### src/rtl/seg7_score_display.sv
// Latches a packed BCD score and drives active-low seven-segment digits,
// blinking only the digits that changed for a fixed window after each update.
module seg7_score_display #(
  parameter int DIGITS      = 6,
  parameter int HALF_PERIOD = 12500000,
  parameter int TOGGLES     = 6
) (
  input  logic                  clk,
  input  logic                  reset,
  input  logic [4*DIGITS-1:0]   bcd_in,
  input  logic                  bcd_valid,
  output logic                  bcd_ready,
  output logic [7*DIGITS-1:0]   hex_n,
  output logic                  busy
);

  localparam int PH_W = (HALF_PERIOD > 1) ? $clog2(HALF_PERIOD) : 1;
  localparam int TG_W = (TOGGLES > 1) ? $clog2(TOGGLES) : 1;
  localparam logic [PH_W-1:0] PH_LAST = PH_W'(HALF_PERIOD - 1);
  localparam logic [TG_W-1:0] TG_LAST = TG_W'((TOGGLES > 0) ? TOGGLES - 1 : 0);

  typedef enum logic {IDLE, FLASH} state_t;

  state_t                 state_q;
  logic [4*DIGITS-1:0]    cur_q;
  logic [DIGITS-1:0]      chg_q, chg_d;
  logic                   vis_q;
  logic [PH_W-1:0]        phase_q;
  logic [TG_W-1:0]        tog_q;
  logic [7*DIGITS-1:0]    hex_q, hex_d;

  function automatic logic [6:0] dec(input logic [3:0] code);
    case (code)
      4'h0:    dec = 7'h40;
      4'h1:    dec = 7'h79;
      4'h2:    dec = 7'h24;
      4'h3:    dec = 7'h30;
      4'h4:    dec = 7'h19;
      4'h5:    dec = 7'h12;
      4'h6:    dec = 7'h02;
      4'h7:    dec = 7'h78;
      4'h8:    dec = 7'h00;
      4'h9:    dec = 7'h10;
      4'hF:    dec = 7'h7F;
      default: dec = 7'h3F;
    endcase
  endfunction

  always_comb begin
    chg_d = '0;
    hex_d = '1;
    for (int i = 0; i < DIGITS; i++) begin
      chg_d[i] = (bcd_in[4*i +: 4] != cur_q[4*i +: 4]);
      hex_d[7*i +: 7] = (chg_q[i] && !vis_q) ? 7'h7F : dec(cur_q[4*i +: 4]);
    end
  end

  always_ff @(posedge clk or posedge reset) begin
    if (reset) begin
      state_q <= IDLE;
      cur_q   <= '1;
      chg_q   <= '0;
      vis_q   <= 1'b1;
      phase_q <= '0;
      tog_q   <= '0;
      hex_q   <= '1;
    end else begin
      hex_q <= hex_d;
      case (state_q)
        IDLE: begin
          if (bcd_valid) begin
            cur_q   <= bcd_in;
            chg_q   <= chg_d;
            phase_q <= '0;
            tog_q   <= '0;
            if ((chg_d != '0) && (TOGGLES > 0)) begin
              state_q <= FLASH;
              vis_q   <= 1'b0;
            end else begin
              vis_q   <= 1'b1;
            end
          end
        end
        FLASH: begin
          if (phase_q == PH_LAST) begin
            phase_q <= '0;
            vis_q   <= ~vis_q;
            tog_q   <= tog_q + TG_W'(1);
            // Last phase: the exit always leaves the digits lit, even for odd TOGGLES
            if (tog_q == TG_LAST) begin
              state_q <= IDLE;
              vis_q   <= 1'b1;
              chg_q   <= '0;
            end
          end else begin
            phase_q <= phase_q + PH_W'(1);
          end
        end
        default: state_q <= IDLE;
      endcase
    end
  end

  assign bcd_ready = (state_q == IDLE);
  assign busy      = ~bcd_ready;
  assign hex_n     = hex_q;

endmodule
### config.mk
export PLATFORM = sky130hd
export DESIGN_NAME = seg7_score_display
export DESIGN_NICKNAME = d
export VERILOG_FILES = /design/src/rtl/seg7_score_display.sv
export SDC_FILE = /design/constraint.sdc
export NUM_CORES = 1
export LEC_CHECK = 0
export CAP_MARGIN = 25
export CORE_MARGIN = 1.5
export CORE_UTILIZATION = 30
export CTS_BUF_LIST = sky130_fd_sc_hd__clkbuf_16
export CTS_CLUSTER_DIAMETER = 40
export CTS_CLUSTER_SIZE = 12
export DETAILED_ROUTE_END_ITERATION = 16
export PLACE_DENSITY = 0.55
export REMOVE_ABC_BUFFERS = 1
export SETUP_SLACK_MARGIN = 0.3
export SYNTH_ARGS = -nofsm -noshare
export SYNTH_HDL_FRONTEND = slang
export SYNTH_SLANG_ARGS = --single-unit
### constraint.sdc
create_clock -name clk -period 4.2 [get_ports clk]
set_input_delay 0.42 -clock clk [delete_from_list [all_inputs] [get_ports clk]]
set_output_delay 0.42 -clock clk [all_outputs]
set_load 0.005 [all_outputs]
==> out/metrics.cfg <==
[global_route]
grt.total_usage_pct = 12.7
grt_util_met3_pct = 2.88
met1_usage_pct = 16.7
antenna_found_initial = 0
grt-ovfl-total = 0
top_usage_layer = met2
met2_usage_pct = 20.3
grt_max_degree = 77
grt_pass1_wl_um = 18500
first_global_vias = 3833

[synthesis]
synthMuxAreaShare_pct = 0.757
synth_common_cells = 96 x nand2_1, 67 x dfstp_2, 56 x o21ai_0, 34 x dfrtp_1, 33 x ha_1
postSynthCellCount = 552
synth_edf_count = 0
async_reset_ff_share_pct = 100
synthTopCellsByArea = dfstp_2 33%, dfrtp_1 16%, ha_1 7.8%, nand2_1 6.8%, o21ai_0 5.3%
synth.distinct_cells = 47
synth.ff_latch_count = 101
synthFlopType = dfstp_2
ys_seq_area_share_pct = 49.3
yosysWarnings = 0
synth-compound-area-share_pct = 14.8
syn_area_per_cell_sq_um = 9.59
synth-simple-area-share_pct = 18.8
synth_xor_area_share_pct = 4.80
synth_top_area_share_pct = 33.3
synth_top_family_by_area = simple AND/OR/NAND/NOR gates
synth_most_common_cell = nand2_1
synth_area_sq_um = 5290
synthAdderAreaFrac_pct = 7.80
yosys.area.top_type = dfstp_2

[placement]
hpwlAfterDp_um = 8000
dp_slack_ns = 1.46
place_congestion = 0.843
io_buffers = 70

[timing]
worst_pin_slew_ns = 1.01
fin_skew_ns = 0.00678
setup_viol = 0
finalCritPeriodShare_pct = 66.2
rsz0062_at_grt = false
finalWorstSetupSlack_ns = 1.42
fmax_ghz = 0.360
slew_headroom_pct = 32.1
fin_crit_ns = 2.78
report.final.slew_viol_count = 0
setup-tns-final_ns = 0
hold_ws_ns = 0.479
hold_viol_final = 0

[clock_network]
clock_latency_ns = 0.34
clkTransAtPathRegs_ns = 0.07
cts_root_buffer = clkbuf_16
hold_buffers = 0
cts.sinks = 101
cts_resized = 0
cts_buffers = 9
cts_tree = built
h-tree-depth = 3
cts_setup_buffers = 0
cts_buffer_depth = 2

[worst_hold_path]
hold_class = reg -> reg

[worst_setup_path]
timing.critical_path.buf_inv = 0
cp-end-kind = flop
crit_family = compound AO/OA/AOI/OAI gates
cp-start-kind = flop
critPathRequiredTime_ns = 4.43
crit_fanout = 11
crit_slowest_cell = or4_1
cp.arrival_ns = 3.02
path_class = reg -> reg
crit_chain = ha_1, nand4_1, or4_1, o21ai_1, o21ai_0, a22o_1
slowest_delay_ns = 0.66

[finish]
area_growth_pct = 23.0
final_nets = 672
fillers = 1677
drive_gt1_share_pct = 14.6
fin_util_pct = 37.8
diodes = 0

[routing]
postRouteAntennaNets = 0
drt_wl_total_um = 11100
firstDrtPassIters = 4
first_iter_violations = 147
vias_per_cell = 4.71
post_drt_wl_per_cell_um = 13.2
num_vias = 3970
drc_errors = 0

[power]
p_leak_nw = 2.74
peakVddDrop_mv = 0.193
power_mw = 2.12
p_per_area_nw_per_um2 = 326

[floorplanning]
io_pins = 71
start_util_pct = 30.7
die-area_sq_um = 18400
die_y_um = 136
fp.dieW_um = 136
core_sq_um = 17200
rows = 48

[job]
maxCapViolCount = 0

[outcome]
outcome = complete, no violations

## per-stage QoR
step	area, sq um	std cells
after global placement	6200	824
after detailed placement	6220	825
after CTS	6480	841
after floorplan	5190	527
final	6510	842
after global routing	6510	842
## power by group
part | leakage (nW) | switching, mW | internal [mW]
Clock | 0.123 | 0.362 | 0.392
Sequential | 1.11 | 0.0433 | 1.07
Combinational | 1.51 | 0.109 | 0.147
Total | 2.74 | 0.514 | 1.61
## logic make-up (layout without fill, tap and decap cells)
kind of cell,count (synthesis),in the layout
flops,101,101
buf+inv,50,115
xor+xnor,29,29
fa+ha+maj,33,33
mux,4,4
simple gates,206,206
compound gates,129,129
## area by class of cell
| class | instances | area (sq um) | share of cell area, % |
|---|---|---|---|
| inverter | 25 | 96.3 | 1.48 |
| multi-input combinational | 401 | 2490 | 38.3 |
| timing repair buffer | 74 | 771 | 11.8 |
| sequential | 101 | 2610 | 40.1 |
| clock buffer | 9 | 225 | 3.46 |
| tap | 225 | 282 | 4.32 |
| clock inverter | 7 | 33.8 | 0.519 |
## registers in the layout, summed over array words and instances (netlist names)
register	cells
chg_q	6
vis_q	1
tog_q	3
phase_q	24
hex_n	42
cur_q	24
busy	1
## routing by layer
| metal | vias to the layer above | part of all wire [%] |
|---|---|---|
| met2 | 52 | 47 |
| met4 | 0 | 1.6 |
| met1 | 1886 | 48 |
| li1 | 2018 | - |
| met5 | - | 0 |
| met3 | 14 | 3.2 |
## worst paths after layout
kind	from	to	slack [ns]	cells after the start
max reg2reg	phase_q[0]$_DFFE_PP0P_	phase_q[13]$_DFFE_PP0P_	1.42	6
max	phase_q[0]$_DFFE_PP0P_	phase_q[13]$_DFFE_PP0P_	1.42	6
min	chg_q[5]$_DFFE_PP0P_	chg_q[5]$_DFFE_PP0P_	0.48	1
min in group asynchronous	reset	hex_n[33]$_DFF_PP1_	0.49	2
max in group asynchronous	reset	hex_n[41]$_DFF_PP1_	2.98	4
min reg2reg	chg_q[5]$_DFFE_PP0P_	chg_q[5]$_DFFE_PP0P_	0.48	1
## worst reg2reg max path, cell delays in order (launching register included)
cell,delay (ns)
dfrtp_1,0.41
ha_1,0.24
nand4_1,0.31
or4_1,0.66
o21ai_1,0.63
o21ai_0,0.21
a22o_1,0.22
## cells in the final DEF (no fill, tap or decap), types with 5 or more instances in the layout
| cell type | netlist | routed |
|---|---|---|
| nor3_1 | 6 | 6 |
| nor2_1 | 19 | 19 |
| clkdlybuf4s50_1 | 0 | 70 |
| nand2b_1 | 12 | 12 |
| nand3_1 | 19 | 19 |
| a21oi_1 | 24 | 24 |
| o311ai_0 | 6 | 6 |
| and2_1 | 8 | 8 |
| xor2_1 | 11 | 11 |
| nand2_1 | 96 | 96 |
| dfstp_2 | 67 | 67 |
| inv_1 | 25 | 25 |
| xnor2_1 | 18 | 18 |
| or4_1 | 5 | 5 |
| dfrtp_1 | 34 | 34 |
| ha_1 | 33 | 33 |
| a31oi_1 | 10 | 10 |
| nand4_1 | 12 | 12 |
| nor4_1 | 6 | 6 |
| o21a_1 | 7 | 7 |
| a21o_1 | 5 | 5 |
| o21ai_0 | 56 | 56 |
| clkbuf_16 | 0 | 9 |
(Power assumes the default switching activity.)
